`src/rtl/button_edit_controller.sv`:
```
// ============================================================================
// Module      : button_edit_controller
// Description : Date/time field-edit controller. Mode button cycles the selected
//               field; up/down buttons emit inc/dec pulses, plus inactivity
//               timeout and blink. Auto-repeat built only with BUTTON_AUTO_REPEAT_EN.
// Revision    : 1.0 - initial release
// ============================================================================
`default_nettype none

module button_edit_controller #(
  parameter int unsigned REPEAT_DELAY = 50_000_000,
  parameter int unsigned REPEAT_RATE  = 10_000_000,
  parameter int unsigned TIMEOUT      = 1_000_000_000,
  parameter int unsigned BLINK_HALF   = 25_000_000
) (
  input  logic       clk,
  input  logic       reset,
  input  logic       btn_mode,
  input  logic       btn_up,
  input  logic       btn_down,
  output logic       edit_active,
  output logic [2:0] field_sel,
  output logic       inc_pulse,
  output logic       dec_pulse,
  output logic       blink
);

  typedef enum logic [2:0] {
    S_IDLE  = 3'd0,
    S_DAY   = 3'd1,
    S_MONTH = 3'd2,
    S_YEAR  = 3'd3,
    S_HOUR  = 3'd4,
    S_MIN   = 3'd5
  } state_t;

  if (REPEAT_DELAY == 0 || REPEAT_RATE == 0 || TIMEOUT == 0 || BLINK_HALF == 0) begin : g_param_check
    $error("button_edit_controller: timing parameters must be non-zero");
  end

  state_t      state_q, state_d;
  logic        mode_q, up_q, down_q;
  logic        edit_active_q, edit_active_d;
  logic        inc_pulse_q, inc_pulse_d;
  logic        dec_pulse_q, dec_pulse_d;
  logic        blink_q, blink_d;
  logic [31:0] tmo_cnt_q, tmo_cnt_d;
  logic [31:0] blink_cnt_q, blink_cnt_d;

  logic mode_rise, up_rise, down_rise, any_rise, both_held;
  logic rpt_fire_up, rpt_fire_down, activity;

  assign mode_rise = btn_mode & ~mode_q;
  assign up_rise   = btn_up & ~up_q;
  assign down_rise = btn_down & ~down_q;
  assign any_rise  = mode_rise | up_rise | down_rise;
  assign both_held = btn_up & btn_down;

`ifdef BUTTON_AUTO_REPEAT_EN
  // Repeat only runs for a button whose own press was accepted outside IDLE,
  // so a button held through reset stays silent until re-pressed.
  logic [31:0] rpt_cnt_q, rpt_cnt_d;
  logic        rpt_phase_q, rpt_phase_d;
  logic        armed_q, armed_d;
  logic        hold_up_cont, hold_down_cont, rpt_hit;

  always_comb begin
    hold_up_cont   = btn_up & ~btn_down & up_q & ~down_q;
    hold_down_cont = btn_down & ~btn_up & down_q & ~up_q;
    rpt_hit        = rpt_phase_q ? (rpt_cnt_q == REPEAT_RATE - 1)
                                 : (rpt_cnt_q == REPEAT_DELAY - 1);
    rpt_fire_up    = 1'b0;
    rpt_fire_down  = 1'b0;
    rpt_cnt_d      = '0;
    rpt_phase_d    = 1'b0;
    armed_d        = armed_q;

    if (state_q == S_IDLE || !(btn_up | btn_down)) begin
      armed_d = 1'b0;
    end else if (up_rise | down_rise) begin
      armed_d = 1'b1;
    end

    if (armed_q && state_q != S_IDLE && (hold_up_cont | hold_down_cont)) begin
      if (rpt_hit) begin
        rpt_fire_up   = hold_up_cont;
        rpt_fire_down = hold_down_cont;
        rpt_phase_d   = 1'b1;
      end else begin
        rpt_cnt_d   = rpt_cnt_q + 32'd1;
        rpt_phase_d = rpt_phase_q;
      end
    end
  end

  always_ff @(posedge clk) begin
    if (!reset) begin
      rpt_cnt_q   <= '0;
      rpt_phase_q <= 1'b0;
      armed_q     <= 1'b0;
    end else begin
      rpt_cnt_q   <= rpt_cnt_d;
      rpt_phase_q <= rpt_phase_d;
      armed_q     <= armed_d;
    end
  end
`else
  assign rpt_fire_up   = 1'b0;
  assign rpt_fire_down = 1'b0;
`endif

  assign activity = any_rise | rpt_fire_up | rpt_fire_down;

  always_comb begin
    state_d       = state_q;
    inc_pulse_d   = 1'b0;
    dec_pulse_d   = 1'b0;
    tmo_cnt_d     = tmo_cnt_q;
    blink_d       = blink_q;
    blink_cnt_d   = blink_cnt_q;

    if (activity) begin
      tmo_cnt_d = '0;
    end else if (tmo_cnt_q < TIMEOUT) begin
      tmo_cnt_d = tmo_cnt_q + 32'd1;
    end

    if (mode_rise) begin
      case (state_q)
        S_IDLE:  state_d = S_DAY;
        S_DAY:   state_d = S_MONTH;
        S_MONTH: state_d = S_YEAR;
        S_YEAR:  state_d = S_HOUR;
        S_HOUR:  state_d = S_MIN;
        default: state_d = S_IDLE;
      endcase
    end else if (state_q != S_IDLE && !activity && tmo_cnt_q == TIMEOUT) begin
      state_d = S_IDLE;
    end

    // Mode edges and two-button chords swallow any up/down request.
    if (state_q != S_IDLE && !mode_rise && !both_held) begin
      inc_pulse_d = up_rise | rpt_fire_up;
      dec_pulse_d = down_rise | rpt_fire_down;
    end

    if (state_d != state_q) begin
      blink_cnt_d = '0;
      blink_d     = (state_d != S_IDLE);
    end else if (state_q == S_IDLE) begin
      blink_cnt_d = '0;
      blink_d     = 1'b0;
    end else if (blink_cnt_q == BLINK_HALF - 1) begin
      blink_cnt_d = '0;
      blink_d     = ~blink_q;
    end else begin
      blink_cnt_d = blink_cnt_q + 32'd1;
    end

    edit_active_d = (state_d != S_IDLE);
  end

  always_ff @(posedge clk) begin
    if (!reset) begin
      state_q       <= S_IDLE;
      mode_q        <= 1'b0;
      up_q          <= 1'b0;
      down_q        <= 1'b0;
      edit_active_q <= 1'b0;
      inc_pulse_q   <= 1'b0;
      dec_pulse_q   <= 1'b0;
      blink_q       <= 1'b0;
      tmo_cnt_q     <= '0;
      blink_cnt_q   <= '0;
    end else begin
      state_q       <= state_d;
      mode_q        <= btn_mode;
      up_q          <= btn_up;
      down_q        <= btn_down;
      edit_active_q <= edit_active_d;
      inc_pulse_q   <= inc_pulse_d;
      dec_pulse_q   <= dec_pulse_d;
      blink_q       <= blink_d;
      tmo_cnt_q     <= tmo_cnt_d;
      blink_cnt_q   <= blink_cnt_d;
    end
  end

  assign field_sel   = state_q;
  assign edit_active = edit_active_q;
  assign inc_pulse   = inc_pulse_q;
  assign dec_pulse   = dec_pulse_q;
  assign blink       = blink_q;

endmodule

`default_nettype wire

```
`config.mk`:
```
export PLATFORM = sky130hd
export DESIGN_NAME = button_edit_controller
export DESIGN_NICKNAME = d
export VERILOG_FILES = /design/src/rtl/button_edit_controller.sv
export SDC_FILE = /design/constraint.sdc
export NUM_CORES = 1
export LEC_CHECK = 0
export ABC_AREA = 1
export CORE_UTILIZATION = 50
export CTS_BUF_LIST = sky130_fd_sc_hd__clkbuf_16
export CTS_CLUSTER_SIZE = 28
export DETAILED_ROUTE_END_ITERATION = 10
export HOLD_SLACK_MARGIN = 0.08
export PLACE_DENSITY = 0.79
export SLEW_MARGIN = 40
export SYNTH_ARGS = -nofsm -noshare
export SYNTH_HDL_FRONTEND = slang
export SYNTH_SLANG_ARGS = --single-unit
```
`constraint.sdc`:
```
create_clock -name clk -period 5.3 [get_ports clk]
set_clock_uncertainty 0.2 [all_clocks]
set_input_delay 1.59 -clock clk [delete_from_list [all_inputs] [get_ports clk]]
set_output_delay 1.59 -clock clk [all_outputs]
set_load 0.005 [all_outputs]
```
Yosys cells after proc, flatten, opt, wreduce, memory -nomap -nowiden:

Index checks and enable logic that the tools add are counted.

* register bits: 74
* input port bits: 5
* output and inout bits: 7
* word-level logic and storage cells: 51

* add/sub/neg operators: 2
* order comparisons: 1
* eq/ne operators: 7
* multiplexer cells: 6
* bitwise logic cells: 11
* reductions and logical operators: 14

Operators with widths (number)
* 32-bit by 1-bit adder with 32-bit output (second input constant): 2
* 32-bit by 25-bit == test with 1-bit output (second input constant): 1
* 32-bit by 30-bit == test with 1-bit output (second input constant): 1
* 32-bit by 30-bit < comparator with 1-bit output (second input constant): 1
* 3-bit case mux with 5 select lines: 1
* 3-bit nonzero test: 3
* 3-bit by 2-bit == test with 1-bit output (second input constant): 2
* 3-bit 2-to-1 mux: 2
* 1-bit inverter: 5
* 1-bit bitwise AND: 4
* 1-bit logical AND: 4
* 4-bit OR reduction: 1
* 3-bit by 1-bit == test with 1-bit output (second input constant): 1
* 3-bit == test (second input constant): 1
* 1-bit zero test: 3
* 3-bit zero test: 1
* 1-bit 2-to-1 mux: 3
* 3-bit inequality test: 1
* 1-bit bitwise OR: 2
* 2-bit AND reduction: 1
* 2-bit OR reduction: 1

Longest topological paths before layout:

* depth in word-level cells: 11
* mapped depth: 11
* depth with buffers taken out: 11

Worst setup path before layout:

Ideal clock, no wire load.

* path kind: input port to flip-flop
* from: in btn_mode
* to: reg tmo_cnt_q[19]
* arrival: 2.598 ns
* setup slack: 2.376 ns
* stages on the path: 7
* cell sequence: nand2_1 -> nand2_1 -> nor2_1 -> nand2_1 -> clkbuf_1 -> buf_2 -> a21oi_1

* longest elaborated chain between the ends: 4

RTL lines
* from (decl): RTL line 18 `input logic btn_mode,`
* 1-bit bitwise AND: RTL line 53 `assign mode_rise = btn_mode & ~mode_q;`
* 1-bit bitwise OR (2 in series): RTL line 56 `assign any_rise = mode_rise | up_rise | down_rise;`
* 2-bit OR reduction (no line)
* to (signal assigned): RTL line 184 `tmo_cnt_q <= tmo_cnt_d;`
* to (decl): RTL line 47 `logic [31:0] tmo_cnt_q, tmo_cnt_d;`

No other way between the ends.
A chain may end at the register's enable or synchronous reset.

Worst setup path in the final report:

* from: in btn_down
* to: reg blink_cnt_q[16]

* longest elaborated chain between the ends: 9

RTL lines
* from (decl): RTL line 20 `input logic btn_down,`
* 1-bit bitwise AND: RTL line 55 `assign down_rise = btn_down & ~down_q;`
* 1-bit bitwise OR: RTL line 56
* 1-bit zero test: RTL line 137 `end else if (state_q != S_IDLE && !activity && tmo_cnt_q == TIMEOUT) begin`
* 1-bit logical AND (2 in series): RTL line 137
* 3-bit 2-to-1 mux: RTL line 137
* 3-bit 2-to-1 mux: RTL line 128 `if (mode_rise) begin`
* 3-bit inequality test: RTL line 147 `if (state_d != state_q) begin`
* 4-bit OR reduction (no line)
* to (signal assigned): RTL line 185 `blink_cnt_q <= blink_cnt_d;`
* to (decl): RTL line 48 `logic [31:0] blink_cnt_q, blink_cnt_d;`

No other way between the ends.

==> results.sh <==
export IMPL_buffer_levels_on_the_longest_clock_path=2
export IMPL_avgRoutedWirePerCell_um=13.5
export IMPL_cp_start_kind="input port"
export IMPL_cts_max_level=3
export IMPL_cp_buffers_inverters=2
export IMPL_postSynth_asyncResetShare=0
export IMPL_post_dp_hpwl_um=7490
export IMPL_grt_setup_unrepaired="no"
export IMPL_insertion_delay_ns=0.34
export IMPL_ios=12
export IMPL_timing_final_crit_period_ns=3.53
export IMPL_reg2reg_depth=8
export IMPL_critical_path_max_stage_delay_ns=0.55
export IMPL_die_area_sq_mm=0.00911
export IMPL_final_period_utilization=0.667
export IMPL_status="complete, no violations"
export IMPL_filler_cell_count=791
export IMPL_critPathSlowestCell="sky130_fd_sc_hd__nand3_2"
export IMPL_worstReg2RegStart="blink_cnt_q[0]"
export IMPL_placed_cell_area_sq_mm=0.00449
export IMPL_critPathLaunch="btn_down"
export IMPL_startpoint_of_the_lowest_slack_hold_path="tmo_cnt_q[31]"
export IMPL_worst_slew_pin_transition_ns=0.732
export IMPL_clkTransAtPathRegs_ns=0.06
export IMPL_initial_antenna_violation_count=0
export IMPL_route_detailed_drc=0
export IMPL_synth_largest_type_area_fraction=0.339
export IMPL_die_height_um=95.4
export IMPL_final_cell_area_sq_mm=0.00477
export IMPL_element_type_at_the_critical_path_end="flop"
export IMPL_core_sq_mm=0.00834
export IMPL_min_delay_path_class="flop to flop"
export IMPL_grt_util_met2=0.417
export IMPL_clock_sink_count=74
export IMPL_globalRoute_totalOverflow=0
export IMPL_hold_ws_ns=0.236
export IMPL_post_cts_setup_buffers=0
export IMPL_ys_ff_latch=74
export IMPL_grt_pass1_wl_um=16900
export IMPL_fp_dieW_um=95.4
export IMPL_post_synth_most_frequent_cells="162 x sky130_fd_sc_hd__nand2_1, 99 x sky130_fd_sc_hd__nor2_1, 74 x sky130_fd_sc_hd__dfxtp_1"
export IMPL_post_synth_cell_area_avg_sq_um=6.79
export IMPL_area_growth_pct=9.37
export IMPL_grt_busiest_layer="met2"
export IMPL_synth_area_leaders="sky130_fd_sc_hd__dfxtp_1 34%, sky130_fd_sc_hd__nand2_1 14%, sky130_fd_sc_hd__nor2_1 8.5%, sky130_fd_sc_hd__inv_1 5.7%, sky130_fd_sc_hd__a21oi_2 5.0%"
export IMPL_remaining_number_of_nets_flagged_by_the_antenna_check_after_routing=0
export IMPL_p_leak_nw=1.59
export IMPL_cts_repair_resized=0
export IMPL_routed_via_density=5.40
export IMPL_wirelength_um=10200
export IMPL_synth_most_common_cell="sky130_fd_sc_hd__nand2_1"
export IMPL_dr_total_vias=4096
export IMPL_tritoncts_clock_tree="yes"
export IMPL_gr_usage_all_layers=0.238
export IMPL_multi_input_area_sq_mm=0.00250
export IMPL_synth_cell_area_sq_mm=0.00437
export IMPL_ir_drop_v=0.000150
export IMPL_drv_slew=0
export IMPL_global_route_track_usage_on_met3=0.0463
export IMPL_mappedNetlistNets=651
export IMPL_start_util=0.523
export IMPL_number_of_cts_inserted_buffers=9
export IMPL_pin_count_of_the_biggest_net_entering_global_routing=35
export IMPL_timing_hold_worst_path_depth=2
export IMPL_preCtsSetupSlack_ns=1.41
export IMPL_insertedDiodeCount=0
export IMPL_fmax_mhz=283
export IMPL_cp_top_family="simple AND/OR/NAND/NOR gates"
export IMPL_finalSetupTns_ns=0
export IMPL_holdBufCountCts=0
export IMPL_timing_setup_critical_path_class="input port to flop"
export IMPL_synth_seq_area_share=0.339
export IMPL_timing_critical_path_mode_cell="sky130_fd_sc_hd__nor2_1"
export IMPL_detailedRoute_firstIterationViolations=187
export IMPL_buffer_ports_inserted=11
export IMPL_worst_ep_arrival_time_ns=3.58
export IMPL_synthDominantAreaCellType="sky130_fd_sc_hd__dfxtp_1"
export IMPL_place_gp_congestion=0.976
export IMPL_ctsRootBufferMaster="sky130_fd_sc_hd__clkbuf_16"
export IMPL_seqCellArea_sq_mm=0.00148
export IMPL_placement_rows=33
export IMPL_regToRegSetupSlack_ns=2.80
export IMPL_firstDrtPassIters=5
export IMPL_yosysWarningCount=0
export IMPL_fin_cells=758
export IMPL_dominantRegCellSynth="sky130_fd_sc_hd__dfxtp_1"
export IMPL_max_cap_violations=0
export IMPL_finalNetCount=657
export IMPL_relSlewSlack=0.511
export IMPL_power_density_mw_per_mm2=254
export IMPL_setup_viol_count_final=0
export IMPL_path_depth=9
export IMPL_cells_after_synth=643
export IMPL_setup_slack_ns=1.77
export IMPL_grtUsageMet1=0.280
export IMPL_synth_lib_cells_used_distinct=41
export IMPL_required_ns=5.34
export IMPL_number_of_synthesized_flops_with_an_enable_pin=0
export IMPL_fraction_of_final_layout_cells_with_drive_strength_greater_than_1=0.113
export IMPL_timing_critical_path_fanout_max=31
export IMPL_cp_cell_sequence="clkdlybuf4s50_1 > inv_1 > nor2_1 > nor2_1 > nand3_1 > nor2_1 > a21oi_2 > nand3_2 > nor3b_1"
export IMPL_hold_viol=0
export IMPL_first_global_vias=3844
export IMPL_holdPathEnd="tmo_cnt_q[31]"
export IMPL_placed_cells=743
export IMPL_worstReg2RegEnd="blink_cnt_q[16]"
[registers in the layout, indices dropped and copies added (netlist names)]
| register | cells |
|---|---|
| blink_cnt_q | 32 |
| edit_active | 1 |
| field_sel | 3 |
| dec_pulse | 1 |
| mode_q | 1 |
| inc_pulse | 1 |
| down_q | 1 |
| blink | 1 |
| tmo_cnt_q | 32 |
| up_q | 1 |
[power breakdown]
part | switching, W | internal, W
sequential | 0.00000347 | 0.000562
combinational | 0.0000299 | 0.0000171
clock | 0.000240 | 0.000359
total | 0.000273 | 0.000938
[routing by layer]
| layer | vias to the layer above | wire length (um) |
|---|---|---|
| li1 | 2073 | - |
| met1 | 1877 | 4350 |
| met2 | 122 | 5080 |
| met3 | 24 | 526 |
| met4 | 0 | 260 |
| met5 | - | 0 |
[metrics by stage]
stage	utilization	power, W
finish	0.572	0.00121
global route	0.572	0.00125
CTS	0.572	0.00122
detailed placement	0.538	0.000625
global placement	0.538	0.000622
floorplan	-	0.000607
[layout by cell type, fill, tap and decap left out, types with 2 or more instances in the layout]
master | netlist | routed
sky130_fd_sc_hd__ha_1 | 3 | 3
sky130_fd_sc_hd__dfxtp_1 | 74 | 74
sky130_fd_sc_hd__clkinv_1 | 0 | 2
sky130_fd_sc_hd__clkdlybuf4s50_1 | 0 | 11
sky130_fd_sc_hd__nor2_1 | 99 | 99
sky130_fd_sc_hd__nand2_2 | 15 | 15
sky130_fd_sc_hd__clkbuf_16 | 0 | 9
sky130_fd_sc_hd__o211ai_1 | 2 | 2
sky130_fd_sc_hd__nor3_1 | 28 | 28
sky130_fd_sc_hd__nor2_2 | 3 | 3
sky130_fd_sc_hd__nand2_1 | 162 | 162
sky130_fd_sc_hd__xor2_1 | 25 | 25
sky130_fd_sc_hd__inv_1 | 66 | 67
sky130_fd_sc_hd__o21ai_0 | 7 | 7
sky130_fd_sc_hd__nand4_1 | 20 | 20
sky130_fd_sc_hd__a21oi_2 | 25 | 25
sky130_fd_sc_hd__nor2_4 | 2 | 2
sky130_fd_sc_hd__a31oi_1 | 2 | 2
sky130_fd_sc_hd__a21oi_1 | 26 | 26
sky130_fd_sc_hd__nor3b_1 | 2 | 2
sky130_fd_sc_hd__or2_2 | 6 | 6
sky130_fd_sc_hd__nand3_1 | 28 | 27
sky130_fd_sc_hd__xnor2_1 | 13 | 13
sky130_fd_sc_hd__nand3_2 | 1 | 2
sky130_fd_sc_hd__nor4_1 | 4 | 4
[cells by family (layout without fill, tap and decap cells)]
| logic type | Yosys count | after routing | share of synthesized area |
|---|---|---|---|
| xor gates and xnor gates | 38 | 38 | 0.0762 |
| and+or+nand+nor | 377 | 377 | 0.386 |
| AOI/OAI and AO/OA | 66 | 66 | 0.101 |
| buffers and inverters | 85 | 95 | 0.0886 |
| DFF | 74 | 74 | 0.339 |
| adders and majority gates | 3 | 3 | 0.00860 |
[area by class of cell]
cell class                      count  share of cell area
Clock buffer                        9              0.0472
Clock inverter                      6              0.0123
Inverter                           68              0.0540
Multi-Input combinational cell    484               0.524
Sequential cell                    74               0.310
Tap cell                          105              0.0275
Timing Repair Buffer               12              0.0246
[worst reg2reg max path, cell delays in order (launching register included)]
cell	delay, ns
sky130_fd_sc_hd__dfxtp_1	0.35
sky130_fd_sc_hd__ha_1	0.24
sky130_fd_sc_hd__nand3_1	0.22
sky130_fd_sc_hd__nor4_1	0.09
sky130_fd_sc_hd__nand2_1	0.09
sky130_fd_sc_hd__nor2_1	0.06
sky130_fd_sc_hd__nor2_1	0.23
sky130_fd_sc_hd__nand3_2	0.57
sky130_fd_sc_hd__nor3b_1	0.35
[worst max path at each step]
stage,slack (ns),end
finish,1.77,blink_cnt_q[16]
global route,1.51,blink_cnt_q[16]
CTS,1.76,blink_cnt_q[16]
detailed placement,1.41,blink_cnt_q[16]
global placement,1.18,blink_cnt_q[16]
floorplan,2.38,tmo_cnt_q[19]
No activity file was read; power rests on OpenSTA's default activity.
